--- config.mk ---
export PLATFORM = sky130hd
export DESIGN_NAME = lm80c_mem_write_arbiter_flat
export DESIGN_NICKNAME = d
export VERILOG_FILES = /design/src/rtl/lm80c_mem_write_arbiter_if.sv /design/src/rtl/lm80c_mem_write_arbiter.sv /design/src/flat_wrapper.sv
export SDC_FILE = /design/constraint.sdc
export NUM_CORES = 1
export LEC_CHECK = 0
export BUFFER_PORTS_ARGS = -buffer_cell sky130_fd_sc_hd__buf_2
export CORE_MARGIN = 1
export CORE_UTILIZATION = 25
export DETAILED_ROUTE_END_ITERATION = 12
export SLEW_MARGIN = 15
export SYNTH_ARGS = -nofsm -noshare
export SYNTH_HDL_FRONTEND = slang
export SYNTH_SLANG_ARGS = --single-unit
--- constraint.sdc ---
create_clock -name clk_sys -period 4 [get_ports clk_sys]
set_input_delay 0.2 -clock clk_sys [delete_from_list [all_inputs] [get_ports clk_sys]]
set_output_delay 0.2 -clock clk_sys [all_outputs]
set_load 0.05 [all_outputs]
--- src/rtl/lm80c_mem_write_arbiter_if.sv ---
// Write-request bundle between the downloader/eraser/Z80 side and the dpram port-A arbiter.
// The master modport is the requester side; the slave modport is the arbiter.
interface lm80c_mem_write_arbiter_if #(
   parameter int ROM_AW = 15,
   parameter int RAM_AW = 16
);
   logic              dl_req;
   logic [24:0]       dl_addr;
   logic [7:0]        dl_data;
   logic              dl_busy;
   logic              er_req;
   logic [24:0]       er_addr;
   logic [7:0]        er_data;
   logic              er_busy;
   logic              cpu_req;
   logic [15:0]       cpu_addr;
   logic [7:0]        cpu_data;
   logic              cpu_busy;
   logic              rom_enabled;
   logic              rom_wr;
   logic [ROM_AW-1:0] rom_addr;
   logic [7:0]        rom_data;
   logic              ram_wr;
   logic [RAM_AW-1:0] ram_addr;
   logic [7:0]        ram_data;
   logic [2:0]        done;
   logic [2:0]        ovf;

   modport master (
      output dl_req, dl_addr, dl_data, er_req, er_addr, er_data,
             cpu_req, cpu_addr, cpu_data, rom_enabled,
      input  dl_busy, er_busy, cpu_busy, rom_wr, rom_addr, rom_data,
             ram_wr, ram_addr, ram_data, done, ovf
   );

   modport slave (
      input  dl_req, dl_addr, dl_data, er_req, er_addr, er_data,
             cpu_req, cpu_addr, cpu_data, rom_enabled,
      output dl_busy, er_busy, cpu_busy, rom_wr, rom_addr, rom_data,
             ram_wr, ram_addr, ram_data, done, ovf
   );
endinterface

--- src/rtl/lm80c_mem_write_arbiter.sv ---
// Registered fixed-priority arbiter (dl > er > cpu, CPU anti-starvation) for the ROM/RAM dpram write ports.
// Optional LM80C_ARB_STATS_EN adds saturating stall_cnt/drop_cnt statistics outputs.
module lm80c_mem_write_arbiter #(
   parameter int CPU_MAX_WAIT = 8,
   parameter int ROM_AW       = 15,
   parameter int RAM_AW       = 16
) (
   input logic clk_sys,
   input logic reset,
   lm80c_mem_write_arbiter_if.slave bus
`ifdef LM80C_ARB_STATS_EN
   ,
   output logic [15:0] stall_cnt,
   output logic [7:0]  drop_cnt
`endif
);

   localparam logic [7:0] MAX_WAIT = 8'(CPU_MAX_WAIT);
   localparam int DL  = 0;
   localparam int ER  = 1;
   localparam int CPU = 2;

   typedef struct packed {
      logic              valid;
      logic              rom;
      logic [RAM_AW-1:0] addr;
      logic [7:0]        data;
   } slot_t;

   slot_t             slot_q [3];
   slot_t             cap    [3];
   slot_t             gslot;
   logic [2:0]        hit;
   logic [2:0]        discard;
   logic [2:0]        full;
   logic [2:0]        grant;
   logic              cpu_prot;
   logic [7:0]        wait_q;
   logic [2:0]        ovf_q;
   logic [2:0]        done_q;
   logic              rom_wr_q;
   logic              ram_wr_q;
   logic [ROM_AW-1:0] rom_addr_q;
   logic [7:0]        rom_data_q;
   logic [RAM_AW-1:0] ram_addr_q;
   logic [7:0]        ram_data_q;

   function automatic logic in_rom(input logic [24:0] a);
      return a < 25'h0008000;
   endfunction

   function automatic logic in_ram(input logic [24:0] a);
      return (a >= 25'h0010000) && (a < 25'h0020000);
   endfunction

   // Capture-side decode; external ROM hits keep bit 15 clear so the shared addr field is safe.
   always_comb begin
      // NOTE: combinational outputs get a default first so no branch can leave one unassigned (no latch).
      cap[DL]      = '{valid: 1'b1, rom: in_rom(bus.dl_addr),
                       addr: bus.dl_addr[RAM_AW-1:0], data: bus.dl_data};
      cap[ER]      = '{valid: 1'b1, rom: in_rom(bus.er_addr),
                       addr: bus.er_addr[RAM_AW-1:0], data: bus.er_data};
      cap[CPU]     = '{valid: 1'b1, rom: 1'b0,
                       addr: bus.cpu_addr[RAM_AW-1:0], data: bus.cpu_data};
      cpu_prot     = bus.rom_enabled && (bus.cpu_addr < 16'h8000);
      hit          = '0;
      discard      = '0;
      hit[DL]      = bus.dl_req && (in_rom(bus.dl_addr) || in_ram(bus.dl_addr));
      discard[DL]  = bus.dl_req && !(in_rom(bus.dl_addr) || in_ram(bus.dl_addr));
      hit[ER]      = bus.er_req && (in_rom(bus.er_addr) || in_ram(bus.er_addr));
      discard[ER]  = bus.er_req && !(in_rom(bus.er_addr) || in_ram(bus.er_addr));
      hit[CPU]     = bus.cpu_req && !cpu_prot;
      discard[CPU] = bus.cpu_req && cpu_prot;
   end

   assign full = {slot_q[CPU].valid, slot_q[ER].valid, slot_q[DL].valid};

   always_comb begin
      grant = '0;
      gslot = '0;
      if (full[CPU] && (wait_q == MAX_WAIT)) grant = 3'b100;
      else if (full[DL])                     grant = 3'b001;
      else if (full[ER])                     grant = 3'b010;
      else if (full[CPU])                    grant = 3'b100;
      if (grant[DL])  gslot = slot_q[DL];
      if (grant[ER])  gslot = slot_q[ER];
      if (grant[CPU]) gslot = slot_q[CPU];
   end

   // A slot being granted this cycle may take a new request in the same edge without overflowing.
   always_ff @(posedge clk_sys or posedge reset) begin
      if (reset) begin
         // NOTE: the slots are a handful of flops whose valid bits must clear on reset, not a RAM array.
         for (int i = 0; i < 3; i++) slot_q[i] <= '0;
         ovf_q <= '0;
      end else begin
         for (int i = 0; i < 3; i++) begin
            // NOTE: sequential state is updated with non-blocking assignments only.
            if (hit[i] && (!full[i] || grant[i])) slot_q[i] <= cap[i];
            else if (grant[i])                    slot_q[i].valid <= 1'b0;
            if (hit[i] && full[i] && !grant[i])   ovf_q[i] <= 1'b1;
         end
      end
   end

   always_ff @(posedge clk_sys or posedge reset) begin
      if (reset) begin
         rom_wr_q   <= 1'b0;
         ram_wr_q   <= 1'b0;
         rom_addr_q <= '0;
         rom_data_q <= '0;
         ram_addr_q <= '0;
         ram_data_q <= '0;
         done_q     <= '0;
      end else begin
         rom_wr_q <= (|grant) && gslot.rom;
         ram_wr_q <= (|grant) && !gslot.rom;
         done_q   <= grant;
         if ((|grant) && gslot.rom) begin
            rom_addr_q <= gslot.addr[ROM_AW-1:0];
            rom_data_q <= gslot.data;
         end
         if ((|grant) && !gslot.rom) begin
            ram_addr_q <= gslot.addr;
            ram_data_q <= gslot.data;
         end
      end
   end

   always_ff @(posedge clk_sys or posedge reset) begin
      if (reset)                        wait_q <= '0;
      else if (!full[CPU] || grant[CPU]) wait_q <= '0;
      else if (wait_q != MAX_WAIT)      wait_q <= wait_q + 8'd1;
   end

`ifdef LM80C_ARB_STATS_EN
   logic [1:0] drop_inc;
   logic [8:0] drop_sum;

   assign drop_inc = 2'(discard[DL]) + 2'(discard[ER]) + 2'(discard[CPU]);
   assign drop_sum = {1'b0, drop_cnt} + 9'(drop_inc);

   always_ff @(posedge clk_sys or posedge reset) begin
      if (reset) begin
         stall_cnt <= '0;
         drop_cnt  <= '0;
      end else begin
         if ((|(full & ~grant)) && (stall_cnt != 16'hFFFF)) stall_cnt <= stall_cnt + 16'd1;
         drop_cnt <= drop_sum[8] ? 8'hFF : drop_sum[7:0];
      end
   end
`endif

   assign bus.dl_busy  = full[DL];
   assign bus.er_busy  = full[ER];
   assign bus.cpu_busy = full[CPU];
   assign bus.rom_wr   = rom_wr_q;
   assign bus.rom_addr = rom_addr_q;
   assign bus.rom_data = rom_data_q;
   assign bus.ram_wr   = ram_wr_q;
   assign bus.ram_addr = ram_addr_q;
   assign bus.ram_data = ram_data_q;
   assign bus.done     = done_q;
   assign bus.ovf      = ovf_q;

endmodule

--- src/flat_wrapper.sv ---
// flat-port wrapper written by rule: the top's interface ports become plain ports
module lm80c_mem_write_arbiter_flat 
#(
   parameter int CPU_MAX_WAIT = 8,
   parameter int ROM_AW       = 15,
   parameter int RAM_AW       = 16
)
  (clk_sys, reset, bus_dl_req, bus_dl_addr, bus_dl_data, bus_er_req, bus_er_addr, bus_er_data, bus_cpu_req, bus_cpu_addr, bus_cpu_data, bus_rom_enabled, bus_dl_busy, bus_er_busy, bus_cpu_busy, bus_rom_wr, bus_rom_addr, bus_rom_data, bus_ram_wr, bus_ram_addr, bus_ram_data, bus_done, bus_ovf);
  lm80c_mem_write_arbiter_if #(.ROM_AW(ROM_AW), .RAM_AW(RAM_AW)) bus_i ();
  input logic clk_sys;
  input logic reset;
  input wire logic [$bits(bus_i.dl_req)-1:0] bus_dl_req;
  input wire logic [$bits(bus_i.dl_addr)-1:0] bus_dl_addr;
  input wire logic [$bits(bus_i.dl_data)-1:0] bus_dl_data;
  input wire logic [$bits(bus_i.er_req)-1:0] bus_er_req;
  input wire logic [$bits(bus_i.er_addr)-1:0] bus_er_addr;
  input wire logic [$bits(bus_i.er_data)-1:0] bus_er_data;
  input wire logic [$bits(bus_i.cpu_req)-1:0] bus_cpu_req;
  input wire logic [$bits(bus_i.cpu_addr)-1:0] bus_cpu_addr;
  input wire logic [$bits(bus_i.cpu_data)-1:0] bus_cpu_data;
  input wire logic [$bits(bus_i.rom_enabled)-1:0] bus_rom_enabled;
  output wire logic [$bits(bus_i.dl_busy)-1:0] bus_dl_busy;
  output wire logic [$bits(bus_i.er_busy)-1:0] bus_er_busy;
  output wire logic [$bits(bus_i.cpu_busy)-1:0] bus_cpu_busy;
  output wire logic [$bits(bus_i.rom_wr)-1:0] bus_rom_wr;
  output wire logic [$bits(bus_i.rom_addr)-1:0] bus_rom_addr;
  output wire logic [$bits(bus_i.rom_data)-1:0] bus_rom_data;
  output wire logic [$bits(bus_i.ram_wr)-1:0] bus_ram_wr;
  output wire logic [$bits(bus_i.ram_addr)-1:0] bus_ram_addr;
  output wire logic [$bits(bus_i.ram_data)-1:0] bus_ram_data;
  output wire logic [$bits(bus_i.done)-1:0] bus_done;
  output wire logic [$bits(bus_i.ovf)-1:0] bus_ovf;
  assign bus_i.dl_req = bus_dl_req;
  assign bus_i.dl_addr = bus_dl_addr;
  assign bus_i.dl_data = bus_dl_data;
  assign bus_i.er_req = bus_er_req;
  assign bus_i.er_addr = bus_er_addr;
  assign bus_i.er_data = bus_er_data;
  assign bus_i.cpu_req = bus_cpu_req;
  assign bus_i.cpu_addr = bus_cpu_addr;
  assign bus_i.cpu_data = bus_cpu_data;
  assign bus_i.rom_enabled = bus_rom_enabled;
  assign bus_dl_busy = bus_i.dl_busy;
  assign bus_er_busy = bus_i.er_busy;
  assign bus_cpu_busy = bus_i.cpu_busy;
  assign bus_rom_wr = bus_i.rom_wr;
  assign bus_rom_addr = bus_i.rom_addr;
  assign bus_rom_data = bus_i.rom_data;
  assign bus_ram_wr = bus_i.ram_wr;
  assign bus_ram_addr = bus_i.ram_addr;
  assign bus_ram_data = bus_i.ram_data;
  assign bus_done = bus_i.done;
  assign bus_ovf = bus_i.ovf;
  lm80c_mem_write_arbiter #(.CPU_MAX_WAIT(CPU_MAX_WAIT), .ROM_AW(ROM_AW), .RAM_AW(RAM_AW)) u_core (.clk_sys(clk_sys), .reset(reset), .bus(bus_i));
endmodule
==> results by group <==
Logic synthesis
  • Mux cell area share after synthesis: 23.95%
  • Top cells by area, synth: dfrtp_1 (55%), mux2_4 (14%), mux2i_1 (7.5%), nand2_1 (4.1%), o21ai_0 (2.7%)
  • Post-synthesis cell count: 494
  • Net Count, Synth: 592
  • Post-synth EDFFs: 0
  • Top FF cell, synth: dfrtp_1
  • XOR/XNOR Fraction of Synth Area: 0.8178%
  • Simple-gate share of the synthesized area: 7.983%
  • Complex-gate fraction of the synthesized area: 6.036%
  • Synth async-reset ratio: 100.0%
  • Main combinational cell family by area after synthesis: multiplexers
  • Synth Area per Inst: 13.01 sq um
  • Top cells by count, synth: dfrtp_1 (140), nand2_1 (71), mux2_4 (60), mux2i_1 (48), o21ai_0 (35)
  • Library cells used by synthesis: 37
  • Count leader, synth: dfrtp_1
  • #FFs+latches synth: 140
  • Sequential share of the synthesized area: 54.52%
  • Mapped cell area: 6426 sq um
  • Synth Warn #: 0
  • Synth area leader: dfrtp_1
  • Adder-Cell Fraction of Synth Area: 0.3894%
  • Synth top area share: 54.52%

Floorplanning
  • Die H: 162.3 um
  • Core Area: 25,180 sq um
  • I/O pin cnt: 154
  • Die area: 26,350 sq um
  • Die width: 162.3 um
  • Core Rows: 58
  • Starting Density: 25.52%

Global routing
  • Total Routing Usage GR: 12.67%
  • Initial antenna violation count: 0
  • Vias in the first global route: 4,381
  • First-pass GRT wire length: 24,750 um
  • Congestion Overflow GR: 0
  • Pin count of the biggest net entering global routing: 117

Placement
  • IO Port Bufs: 153
  • Routability Congestion: 0.7254
  • Post-DP HPWL: 11,010 um
  • DP Area: 7378 sq um
  • Pre-CTS WS: 1.313 ns

CTS
  • Latest clock arrival within the worst-skew pair: 0.42 ns
  • Worst-path clk slew: 0.06 ns
  • CTS Sinks: 140
  • Htree depth: 4
  • CTS Buf Count: 17
  • Root buffer cell: clkbuf_16
  • Post-CTS sizing: 0
  • CTS tree: built
  • Clock Path Buffers: 2
  • Post-CTS setup buffers: 0

Critical path
  • Kind of critical path: reg -> reg
  • Worst Path Max Fanout: 55
  • R2R depth: 4
  • Arrival time of the worst setup path: 2.96 ns
  • Slowest CP cell: and2b_2
  • Crit-path max cell delay: 0.77 ns
  • Cell Chain, Critical Path: o21ai_0 > a21o_1 > and2b_2 > mux2_2
  • Crit. End Element: flop
  • Worst Path Required: 4.30 ns
  • Reg2reg setup slack: 1.34 ns
  • Worst r2r dst: u_core.slot_q[5]
  • Crit path launch type: flop
  • CP Launch Point: u_core.bus.dl_busy
  • RR Startpoint: u_core.bus.dl_busy
  • CP endpoint: u_core.slot_q[5]

Route
  • DR WL/cell: 15.67 um
  • Initial DRT Pass Iterations: 4
  • DR iter-0 viols: 214
  • Mean number of vias per cell: 4.120
  • Vias: 4,198
  • DRC viols: 0
  • Total Wirelength: 15,970 um
  • Final ANT Viol Nets: 0

Final layout
  • Final #Nets: 774
  • Cell area after layout: 8298 sq um
  • Layout cells sized above 1: 40.93%
  • Antenna diodes: 0
  • Area Overhead vs Synth: 29.13%

Timing
  • Tcrit/Tclk final: 66.58%
  • Rel. slew slack: 24.24%
  • Max Clk Rate: 0.3755 GHz
  • Worst slew pin tran: 1.134 ns
  • Hold Slack: 0.01777 ns
  • Count of final setup violators: 0
  • TNS Setup: 0 ns
  • Unrepaired setup endpoints after global routing: false
  • Crit path setup slack, layout: 1.337 ns
  • Fin. Hold Viols: 0
  • Max-slew violations: 0
  • Final Skew: 0.009775 ns
  • Minimum clock period: 2.663 ns

Run status
  • Outcome: finished, final reports clean

Pwr
  • Leak: 4.114 nW
  • Pwr dens: 432.6 nW/um^2
  • Worst vdd ir: 0.2372 mV
  • Final Power: 0.003589 W

Min path
  • Hold_sp: bus_er_addr[7]
  • Min-delay worst type: in -> reg

Job
  • Max_cap viols: 0
## per-layer routing
metal  vias to the layer above  wire length, um  track usage [%]
li1                       2034                -                -
met1                      2049             7918            17.34
met2                        99             7227            19.44
met3                        16              581            2.605
met4                         0              245            5.060
met5                         -                0                0
## kinds of logic (layout without fill, tap and decap cells)
group / Yosys count / in the layout
fa+ha+maj: 2 / 2
xor+xnor: 6 / 6
buf+inv: 62 / 257
mux: 122 / 122
flops: 140 / 140
compound gates: 61 / 61
simple gates: 101 / 101
## where the power goes
| part | switching (W) | internal [W] | total [W] |
|---|---|---|---|
| registers | 0.0000457 | 0.00150 | 0.00155 |
| clock network | 0.000622 | 0.000961 | 0.00158 |
| logic | 0.000270 | 0.000188 | 0.000458 |
| total | 0.000938 | 0.00265 | 0.00359 |
## cell usage in the layout, fill, tap and decap left out, types with 2 or more instances in the layout
| cell | instances |
|---|---|
| buf_4 | 5 |
| a21oi_4 | 2 |
| nor3_1 | 2 |
| clkbuf_8 | 3 |
| nor2b_1 | 2 |
| dfrtp_1 | 139 |
| nor2_1 | 10 |
| nand3_1 | 5 |
| mux2i_1 | 48 |
| o21ai_1 | 10 |
| clkinv_4 | 2 |
| a22o_1 | 4 |
| clkinv_2 | 7 |
| o2111ai_2 | 2 |
| nand2_1 | 71 |
| mux2_4 | 60 |
| and3_1 | 2 |
| dlygate4sd3_1 | 33 |
| nor4_4 | 4 |
| buf_2 | 153 |
| bufinv_16 | 2 |
| xor2_1 | 5 |
| o21ai_0 | 35 |
| mux2_2 | 14 |
| ha_1 | 2 |
| clkbuf_16 | 17 |
| inv_1 | 33 |
| o21bai_1 | 3 |
## registers in the layout, summed over array words and instances, names as in the netlist
register	cells
u_core.bus.rom_data	8
u_core.bus.done	3
u_core.bus.dl_busy	1
u_core.bus.rom_addr	15
u_core.bus.cpu_busy	1
u_core.wait_q	8
u_core.bus.ram_wr	1
u_core.slot_q	74
u_core.bus.ram_data	8
u_core.bus.ovf	3
u_core.bus.er_busy	1
u_core.bus.rom_wr	1
u_core.bus.ram_addr	16
## worst min-delay path by stage
stage	end	slack (ns)	cells past startpoint
2_1_floorplan	u_core.slot_q[26]	0.35	1
4_1_cts	u_core.slot_q[13]	0.0001	2
6_report	u_core.slot_q[41]	0.02	2
3_3_place_gp	u_core.slot_q[42]	0.43	2
5_1_grt	u_core.slot_q[41]	0.005	2
3_5_place_dp	u_core.slot_q[45]	0.43	2
## critical path: cells and delay by family, from the launching register on
| kind | cells | cell delay (ns) |
|---|---|---|
| muxes | 1 | 0.41 |
| DFF | 1 | 0.71 |
| AOI/OAI and AO/OA | 2 | 0.59 |
| and+or+nand+nor | 1 | 0.77 |
## cell type report
| class | instances | area, sq um |
|---|---|---|
| clock buffer | 20 | 466.7 |
| clock inverter | 12 | 120.1 |
| fill | 2551 | 16880 |
| inverter | 34 | 135.1 |
| multi-input combinational | 292 | 2525 |
| sequential | 140 | 3505 |
| tap | 330 | 412.9 |
| timing repair buffer | 191 | 1134 |
## stage by stage
stage	utilization [%]	cells
after floorplan	-	494
after global placement	29.30	954
after detailed placement	29.30	954
after CTS	32.90	1018
after global routing	32.95	1019
final	32.95	1019
## timing repair
action | 4_1_cts | 5_1_grt
hold endpoints to repair | 32 | 18
hold buffers | 32 | 1
setup endpoints to repair | 0 | 0
Note: power is estimated with default switching activity, not from simulation.
